File: src/rtl/uart_rx_deser.sv
// 8N1 UART receiver with a one-entry holding register and consumer handshake.
// The serial line is double-synchronized and sampled mid-bit from a per-bit counter.
module uart_rx_deser #(
  parameter int unsigned CLKS_PER_BIT = 868
) (
  input  logic       CLK,
  input  logic       RESET,
  input  logic       RX,
  output logic [7:0] UART_RX,
  output logic       UART_RX_valid,
  input  logic       UART_RX_ack,
  output logic       FRAME_ERR,
  output logic       OVERRUN
);

  localparam int unsigned CW = $clog2(CLKS_PER_BIT);
  localparam logic [CW-1:0] HALF_M1 = CW'(CLKS_PER_BIT / 2 - 1);
  localparam logic [CW-1:0] FULL_M1 = CW'(CLKS_PER_BIT - 1);

  typedef enum logic [2:0] {
    S_IDLE,
    S_START,
    S_DATA,
    S_STOP,
    S_WAIT_HIGH
  } state_t;

  state_t        r_state;
  logic          r_meta;
  logic          r_rxs;
  logic [CW-1:0] r_cnt;
  logic [2:0]    r_bit;
  logic [7:0]    r_shift;
  logic [7:0]    r_rx;
  logic          r_valid;
  logic          r_ferr;
  logic          r_ovr;

  logic w_half;
  logic w_full;

  always_comb begin
    w_half = (r_cnt == HALF_M1);
    w_full = (r_cnt == FULL_M1);
  end

  always_ff @(posedge CLK or negedge RESET) begin
    if (!RESET) begin
      r_state <= S_IDLE;
      r_meta  <= 1'b1;
      r_rxs   <= 1'b1;
      r_cnt   <= '0;
      r_bit   <= '0;
      r_shift <= '0;
      r_rx    <= '0;
      r_valid <= 1'b0;
      r_ferr  <= 1'b0;
      r_ovr   <= 1'b0;
    end else begin
      r_meta <= RX;
      r_rxs  <= r_meta;
      r_ferr <= 1'b0;

      // Consumer release; a byte completing in the same cycle overrides this below.
      if (r_valid && UART_RX_ack)
        r_valid <= 1'b0;

      case (r_state)
        S_IDLE: begin
          r_cnt <= '0;
          r_bit <= '0;
          if (!r_rxs)
            r_state <= S_START;
        end

        S_START: begin
          if (w_half) begin
            r_cnt   <= '0;
            r_state <= r_rxs ? S_IDLE : S_DATA;
          end else begin
            r_cnt <= r_cnt + CW'(1);
          end
        end

        S_DATA: begin
          if (w_full) begin
            r_cnt   <= '0;
            r_shift <= {r_rxs, r_shift[7:1]};
            r_bit   <= r_bit + 3'd1;
            if (r_bit == 3'd7)
              r_state <= S_STOP;
          end else begin
            r_cnt <= r_cnt + CW'(1);
          end
        end

        S_STOP: begin
          if (w_full) begin
            r_cnt <= '0;
            if (r_rxs) begin
              r_state <= S_IDLE;
              if (!r_valid || UART_RX_ack) begin
                r_rx    <= r_shift;
                r_valid <= 1'b1;
              end else begin
                r_ovr <= 1'b1;
              end
            end else begin
              r_ferr  <= 1'b1;
              r_state <= S_WAIT_HIGH;
            end
          end else begin
            r_cnt <= r_cnt + CW'(1);
          end
        end

        S_WAIT_HIGH: begin
          r_cnt <= '0;
          if (r_rxs)
            r_state <= S_IDLE;
        end

        default: r_state <= S_IDLE;
      endcase
    end
  end

  always_comb begin
    UART_RX       = r_rx;
    UART_RX_valid = r_valid;
    FRAME_ERR     = r_ferr;
    OVERRUN       = r_ovr;
  end

endmodule

File: config.mk
export PLATFORM = sky130hd
export DESIGN_NAME = uart_rx_deser
export DESIGN_NICKNAME = d
export VERILOG_FILES = /design/src/rtl/uart_rx_deser.sv
export SDC_FILE = /design/constraint.sdc
export NUM_CORES = 1
export LEC_CHECK = 0
export BUFFER_PORTS_ARGS = -buffer_cell sky130_fd_sc_hd__clkbuf_2
export CAP_MARGIN = 20
export CORE_MARGIN = 2
export CORE_UTILIZATION = 35
export DETAILED_ROUTE_END_ITERATION = 7
export PLACE_DENSITY = 0.62
export REMOVE_ABC_BUFFERS = 1
export SYNTH_ARGS = -nofsm -noshare
export SYNTH_HDL_FRONTEND = slang
export SYNTH_SLANG_ARGS = --single-unit
export TNS_END_PERCENT = 100
File: constraint.sdc
create_clock -name CLK -period 2.1 [get_ports CLK]
set_input_delay 0.315 -clock CLK [delete_from_list [all_inputs] [get_ports CLK]]
set_output_delay 0.315 -clock CLK [all_outputs]
set_load 0.01 [all_outputs]
Word level (Yosys, flattened, before mapping) --
Index checks and enable logic that the tools add are counted.
Cells by class: add/sub/neg operators 2, equality and inequality tests 13, muxes and demuxes 22, bitwise operators 1, reduce and logical (&&, ||, !) cells 13
Operator list (number):
- $pmux 10 s3 | 1
- $mux 3 | 8
- $mux 10 | 2
- $pmux 3 s5 | 1
- $ne 2x2->1 const B | 6
- $add 10x1->10 const B | 1
- $eq 10x10->1 const B | 1
- $eq 10x9->1 const B | 1
- $mux 1 | 8
- $reduce_and 4->1 | 2
- $eq 3x2->1 const B | 2
- $eq 3x3->1 const B | 2
- $pmux 3 s2 | 1
- $reduce_and 6->1 | 1
- $reduce_and 2->1 | 2
- $reduce_or 2->1 | 2
- $add 3x1->3 const B | 1
- $eq 3x1->1 const B | 1
- $logic_not 3->1 | 1
- $reduce_bool 3->1 | 1
- $mux 2 | 1
- $reduce_bool 2->1 | 1
- $logic_and 1x1->1 | 1
- $logic_not 1->1 | 1
- other kinds (2) | 2
Word-level totals: bits in registers 37, output and inout port bits 11, logic and storage cells 61

Logic depth before layout (Yosys ltp) --
Gate-level depths: netlist of the first run.
depth in word-level cells 6, mapped depth 8

Worst setup path after synthesis of the first run --
No wires, ideal clock.
kind register to register, start register r_cnt[0], end register r_rx[0] (netlist: UART_RX[0]), data arrival time 1.698 ns, data required time 1.972 ns, setup slack 0.274 ns, cell stages (with the launch flop) 7, path buffers 0, clock period less this slack 1.826 ns, cells stage by stage dfrtp_1 -> ha_1 -> and4bb_1 -> and3b_1 -> nand3_2 -> nor2_4 -> mux2_1
Between the ends: longest elaborated chain between the ends 2
Ends and longest elaborated chain:
- start, declared | line 31 | logic [CW-1:0] r_cnt;
- start signal, assigned | line 81 | r_cnt <= r_cnt + CW'(1);
- start signal, assigned | line 93 | r_cnt <= r_cnt + CW'(1);
- start signal, assigned | line 113 | r_cnt <= r_cnt + CW'(1);
- $eq 10x10->1 | line 44 | w_full = (r_cnt == FULL_M1);
- $reduce_and 4->1 (no source line)
- end signal, assigned | line 103 | r_rx <= r_shift;
- end, declared | line 34 | logic [7:0] r_rx;
No other way between the ends. A chain may end at the register's enable or synchronous reset.

Worst setup path in the final report of the first run --
Same ends and word-level chain as after synthesis.

==> results of run 1 <==
==> per-stage QoR <==
stage               hold WS (ns)  utilization, %  setup WS [ns]  instances  total power (µW)
floorplan                 0.0194               -          0.167        146               733
global placement           0.348            40.2          0.157        233               749
detailed placement         0.351            40.2         0.0474        233               750
CTS                       0.0944            42.4         0.0344        240              1350
global route              0.0933            43.1         0.0165        241              1390
finish                     0.109            43.1          0.140        241              1320
==> synth_stat cells (all sizes together), types with 2 or more instances <==
library cell  instances  area share, %
dfrtp                35             50
mux2                 18             12
nand2                17            4.6
nor2                 12            3.2
nand3                 8            2.6
inv                   6            1.3
a21oi                 5            1.4
a22o                  5            2.5
o21ai                 5            1.4
ha                    4            2.9
buf                   3            1.2
o22ai                 3            1.1
a31oi                 2           0.72
dfstp                 2            3.0
nand2b                2           0.72
nand4                 2           0.72
nor2b                 2           0.72
o311ai                2            1.0
==> cell type report <==
cell class | count | area (µm²)
Timing Repair Buffer | 21 | 123
Sequential cell | 37 | 930
Inverter | 6 | 22.5
Clock buffer | 5 | 68.8
Fill cell | 457 | 2700
Clock inverter | 2 | 35.0
Multi-Input combinational cell | 103 | 788
Tap cell | 67 | 83.8
==> critical path, stage by stage (launching register included) <==
cell,delay (ns)
dfrtp_2,0.43
ha_4,0.17
and4bb_1,0.26
and3b_2,0.23
nand3_2,0.12
nor2_4,0.25
mux2_1,0.37
==> what timing repair did <==
action,CTS,global route
setup buffers,0,1
resized for setup,0,5
endpoints found under the setup margin,0,10
==> layer usage <==
layer / track usage [%] / vias up / wire length, µm
li1: - / 588 / -
met1: 16.6 / 609 / 1530
met2: 23.8 / 21 / 1700
met3: 3.93 / 4 / 140
met4: 8.73 / 0 / 34
met5: 0 / - / 0
==> power by group through the flow <==
stage	clock network (µW)	logic, µW	registers [µW]
floorplan	0	2.20	731
global placement	0	18.1	731
detailed placement	0	19.0	731
CTS	609	19.1	717
global route	648	21.6	717
finish	589	17.9	718
==> state kept, by name (all words and copies together), names as in the netlist <==
signal	flops
UART_RX_valid	1
r_meta	1
UART_RX	8
r_shift	8
r_bit	3
r_rxs	1
r_cnt	10
OVERRUN	1
FRAME_ERR	1
r_state	3
==> worst max-delay path by stage <==
stage,start,endpoint,slack (ns),depth (start not counted)
floorplan,r_cnt[0]$_DFFE_PN0P_,r_state[0]$_DFFE_PN0P_,0.17,6
global placement,r_cnt[0]$_DFFE_PN0P_,UART_RX[1]$_DFFE_PN0P_,0.16,6
detailed placement,r_cnt[0]$_DFFE_PN0P_,UART_RX[0]$_DFFE_PN0P_,0.05,6
CTS,r_cnt[0]$_DFFE_PN0P_,UART_RX[0]$_DFFE_PN0P_,0.03,6
global route,r_cnt[1]$_DFFE_PN0P_,r_cnt[2]$_DFFE_PN0P_,0.02,8
finish,r_cnt[0]$_DFFE_PN0P_,UART_RX[0]$_DFFE_PN0P_,0.14,6
==> cell families after synthesis <==
| family | after synthesis |
|---|---|
| flops | 37 |
| compound gates | 29 |
| simple gates | 52 |
| mux | 18 |
| fa+ha+maj | 4 |
| buf+inv | 10 |
==> impl_metrics.tcl, run 1 <==
set metrics [dict create \
    status "finished clean" \
    overflow 0 \
    final_common_cell "dfrtp_1" \
    syn_area_per_cell_um2 11.6 \
    fin_skew_ns 0.00745 \
    io_pins 15 \
    grt_pass1_vias 1289 \
    p_sw_uw 261 \
    r2r_slack_ns 0.14 \
    cts_buffer_depth 2 \
    final.min_clock_period_ns 1.96 \
    period_share_pct 93.4 \
    synth_xor_area_share_pct 0 \
    critical_path_required_ns 2.27 \
    min_path_cells 1 \
    synth.distinct_cells 42 \
    ys.flop_type "dfrtp_1" \
    area.growth.synth_to_final_pct 17.9 \
    ys_seq_area_share_pct 53.4 \
    yosys.area_share.simple_pct 17.8 \
    switching_share_pct 19.7 \
    hold_end "r_meta$_DFF_PN1_" \
    peakVddDrop_mv 0.305 \
    power_density_nw_per_um2 646 \
    clkPwrFrac_pct 44.5 \
    crit_fanout 8 \
    synth_edf_count 0 \
    drc 0 \
    place.gp.congestion 0.829 \
    portBuffers 14 \
    antenna_found_initial 0 \
    tns_ns 0 \
    dpl.hpwl_um 2380 \
    ys_ff_latch 37 \
    drtAntennaViolNets 0 \
    clkSinkCount 37 \
    insertion_delay_ns 0.29 \
    numCtsBuffers 5 \
    initial_core_util_pct 36.6 \
    drt_wl_total_um 3410 \
    ys_warn_count 0 \
    reg2reg_depth 6 \
    cts_tree "built" \
    crit_arrival_ns 2.13 \
    cellLeakagePower_uw 0.000951 \
    post_drt_wl_per_cell_um 14.2 \
    row_count 25 \
    r2r_start "r_cnt[0]$_DFFE_PN0P_" \
    cts.hold.buffers_added 0 \
    antenna_cells 0 \
    synth-compound-area-share_pct 11.6 \
    synthArstFlopShare_pct 100 \
    drtPass1Iterations 4 \
    die_x_um 74.5 \
    num-nets-final 182 \
    max_freq_mhz 510 \
    grt.total_usage_pct 14.4 \
    synth_top_family_by_area "simple AND/OR/NAND/NOR gates" \
    viasPerCell 5.07 \
    die-area_um2 5550 \
    num_vias 1222 \
    drive_gt1_share_pct 23.6 \
    rsz0062_at_grt "no" \
    max-cap-violations 0 \
    p_int_uw 1060 \
    layout_common_cells "dfrtp_1, mux2_1, nand2_1" \
    fin_area_um2 2050 \
    coreArea_um2 4750 \
    end_kind "flip-flop" \
    fp.dieH_um 74.5 \
    syn-cell-area_um2 1740 \
    finalHoldViolCount 0 \
    drt_iter0_markers 50 \
    muxShareOfSynthArea_pct 11.7 \
    hold_class "primary input to flip-flop" \
    slew_headroom_pct 40.2 \
    hp-start "RX" \
    max_slew.worst_pin.slew_ns 0.897 \
    reg2reg_to "UART_RX[0]$_DFFE_PN0P_" \
    path_clk_slew_ns 0.07 \
    cts-root-buf "clkbuf_8" \
    grt_max_degree 38 \
    critPathKind "flip-flop to flip-flop" \
    netlist_instances 150 \
    report.final.slew_viol_count 0 \
    final-setup-viol-count 0 \
    startpoint_type "flip-flop" \
    cts_max_level 2 \
    synth_fa_ha_area_share_pct 2.88 \
    pwr-share-comb_pct 1.3 \
    place_area_um2 1910 \
    grt_pass1_wl_um 5860 \
    p_seq_share_pct 54.2 \
]
No activity file was read; power rests on OpenSTA's default activity.
==> inputs of run 2 (changes only) <==
--- a/config.mk
+++ b/config.mk
@@ -5,12 +5,13 @@
 export SDC_FILE = /design/constraint.sdc
 export NUM_CORES = 1
 export LEC_CHECK = 0
+export ABC_AREA = 1
 export BUFFER_PORTS_ARGS = -buffer_cell sky130_fd_sc_hd__clkbuf_2
 export CAP_MARGIN = 20
 export CORE_MARGIN = 2
 export CORE_UTILIZATION = 35
 export DETAILED_ROUTE_END_ITERATION = 7
-export PLACE_DENSITY = 0.62
+export PLACE_DENSITY = 0.61
 export REMOVE_ABC_BUFFERS = 1
 export SYNTH_ARGS = -nofsm -noshare
 export SYNTH_HDL_FRONTEND = slang
==> constraint.sdc (replaced) <==
create_clock -name CLK -period 1.9 [get_ports CLK]
set_input_delay 0.285 -clock CLK [delete_from_list [all_inputs] [get_ports CLK]]
set_output_delay 0.285 -clock CLK [all_outputs]
set_load 0.01 [all_outputs]
==> impl_metrics.tcl, run 2 <==
set metrics [dict create \
    finalHoldViolCount 0 \
    p_sw_uw 309 \
    initial_core_util_pct 36.5 \
    cp_slowest_cell "dfrtp_1" \
    tns_ns 0 \
    dp_cells 330 \
    row_count 27 \
    pwr-share-comb_pct 1.9 \
    final_cells 339 \
    period_share_pct 88.1 \
    rsz0062_at_grt "no" \
    drtAntennaViolNets 0 \
    viasPerCell 4.55 \
    ys_seq_area_share_pct 45.7 \
    nFillCells 572 \
    fp.dieH_um 80.2 \
    cts_max_level 2 \
    num_vias 1543 \
    reg2reg_depth 8 \
    die_x_um 80.2 \
    max_slew.worst_pin.slew_ns 0.357 \
    crit_fanout 16 \
    max-cap-violations 0 \
    drive_gt1_share_pct 23.6 \
    post_drt_wl_per_cell_um 10.8 \
    power_density_nw_per_um2 604 \
    cts-root-buf "clkbuf_8" \
    final-setup-viol-count 0 \
    fin_skew_ns 0.00605 \
    drt_wl_total_um 3660 \
    synth.distinct_cells 28 \
    final_common_cell "nand2_1" \
    ys_top_cells_by_area "dfrtp_1, nand2_1, o21ai_2" \
    clkSinkCount 37 \
    switching_share_pct 22.6 \
    slew_headroom_pct 76.2 \
    drt_iter0_markers 89 \
    synth_top_area_share_pct 43.1 \
    clkPwrFrac_pct 40.2 \
    dpl.hpwl_um 2830 \
    synth_top_area_cell "dfrtp_1" \
    antenna_found_initial 0 \
    end_kind "flip-flop" \
    r2r_slack_ns 0.23 \
    critical_path_required_ns 2.07 \
    area.growth.synth_to_final_pct 11.3 \
    critPathMaxStageDelay_ns 0.41 \
    p_seq_share_pct 57.9 \
    fin_area_um2 2260 \
    netlist_instances 246 \
    p_int_uw 1060 \
    hold_class "primary input to flip-flop" \
    die-area_um2 6430 \
    overflow 0 \
    critPathKind "flip-flop to flip-flop" \
    insertion_delay_ns 0.29 \
    antenna_cells 0 \
    cp_top_family "simple AND/OR/NAND/NOR gates" \
    num-nets-final 274 \
    report.final.slew_viol_count 0 \
    syn-cell-area_um2 2030 \
    dp_worst_setup_slack_ns 0.248 \
    layout_common_cells "nand2_1, dfrtp_1, inv_1" \
    path_clk_slew_ns 0.08 \
    grt_pass1_vias 1522 \
    synthArstFlopShare_pct 100 \
    cts_tree "built" \
    synth_most_common_cell "nand2_1" \
    numCtsBuffers 5 \
    regMostFlops "r_cnt" \
    syn_area_per_cell_um2 8.27 \
    portBuffers 14 \
    min_path_cells 1 \
    reg2reg_to "UART_RX[5]$_DFFE_PN0P_" \
    synth_commonest_cells "nand2_1, dfrtp_1, inv_1, nand3_1, o21ai_2" \
    ys_warn_count 0 \
    hp-start "RX" \
    crit_path_cell_trace "ha_1 -> nand3_1 -> nor2_2 -> nand2_4 -> inv_6 -> nand3_4 -> nand2_1 -> o21ai_2" \
    startpoint_type "flip-flop" \
    drtPass1Iterations 4 \
    r2r_start "r_cnt[0]$_DFFE_PN0P_" \
    crit_arrival_ns 1.85 \
    cts_buffer_depth 2 \
    drc 0 \
    peakVddDrop_mv 0.421 \
    coreArea_um2 5570 \
    cellLeakagePower_uw 0.00111 \
    status "finished clean" \
    largest_register_ffs 10 \
    io_pins 15 \
    grt_pass1_wl_um 6760 \
    ys_ff_latch 37 \
    crit_buf_inv 1 \
    synth_edf_count 0 \
    grt.total_usage_pct 13.3 \
    ys.flop_type "dfrtp_1" \
    worst_slack_ns 0.227 \
    place_area_um2 2160 \
    grt_max_degree 22 \
    max_freq_mhz 598 \
    place.gp.congestion 0.948 \
    hold_end "r_meta$_DFF_PN1_" \
    final.min_clock_period_ns 1.67 \
]
[run 2: cells by family after synthesis]
group / count (synthesis) / share of synthesized area, %
AND/OR/NAND/NOR: 126 / 29.2
buffers and inverters: 43 / 9.85
flip-flops: 37 / 45.7
AO/OA/AOI/OAI: 34 / 12.0
adder cells (fa/ha/maj): 4 / 2.46
XOR/XNOR: 2 / 0.862
[run 2: cell type report]
cell class	instances	area, µm²	share of cell area, %
clock buffers	5	68.8	3.04
repair buffers	18	103	4.53
multi-input cells	166	905	40.0
well taps	72	90.1	3.98
flip-flops and latches	37	928	41.0
inverters	38	148	6.52
clock inverters	3	21.3	0.940
[run 2: worst max-delay path by stage]
stage | startpoint | to | slack, ns | cells past startpoint
2_1_floorplan | r_cnt[1]$_DFFE_PN0P_ | UART_RX[2]$_DFFE_PN0P_ | 0.46 | 8
3_3_place_gp | r_cnt[1]$_DFFE_PN0P_ | UART_RX[3]$_DFFE_PN0P_ | 0.25 | 8
3_5_place_dp | r_cnt[1]$_DFFE_PN0P_ | UART_RX[5]$_DFFE_PN0P_ | 0.25 | 8
4_1_cts | r_cnt[0]$_DFFE_PN0P_ | UART_RX[5]$_DFFE_PN0P_ | 0.23 | 8
5_1_grt | r_cnt[1]$_DFFE_PN0P_ | UART_RX[2]$_DFFE_PN0P_ | 0.1 | 8
6_report | r_cnt[0]$_DFFE_PN0P_ | UART_RX[5]$_DFFE_PN0P_ | 0.23 | 8
[run 2: power by group through the flow]
stage	Clock (µW)	Combinational, µW	Sequential, µW
detailed placement	0	26.3	807
finish	549	26.3	792
global placement	0	26.5	807
CTS	575	28.1	792
floorplan	0	3.26	807
global route	613	31.5	792
[run 2: what timing repair did]
action	in CTS	in global routing
resized for setup	0	0
hold buffers	1	0
endpoints found under the hold margin	16	0
setup buffers	0	0
[run 2: layer usage]
metal	track usage [%]	wire, µm	vias to the layer above
met5	0	0	-
met2	20.8	1680	27
met3	3.60	160	7
met1	18.0	1770	698
li1	-	-	811
met4	4.41	45	0
[run 2: metrics by stage]
stage | power (µW) | utilization [%] | hold WS, ns
after CTS | 1390 | 40.6 | 0.0621
after floorplan | 810 | - | -0.0106
after global routing | 1440 | 40.6 | 0.0627
after global placement | 834 | 38.8 | 0.0844
final | 1370 | 40.6 | 0.0758
after detailed placement | 833 | 38.8 | 0.0835
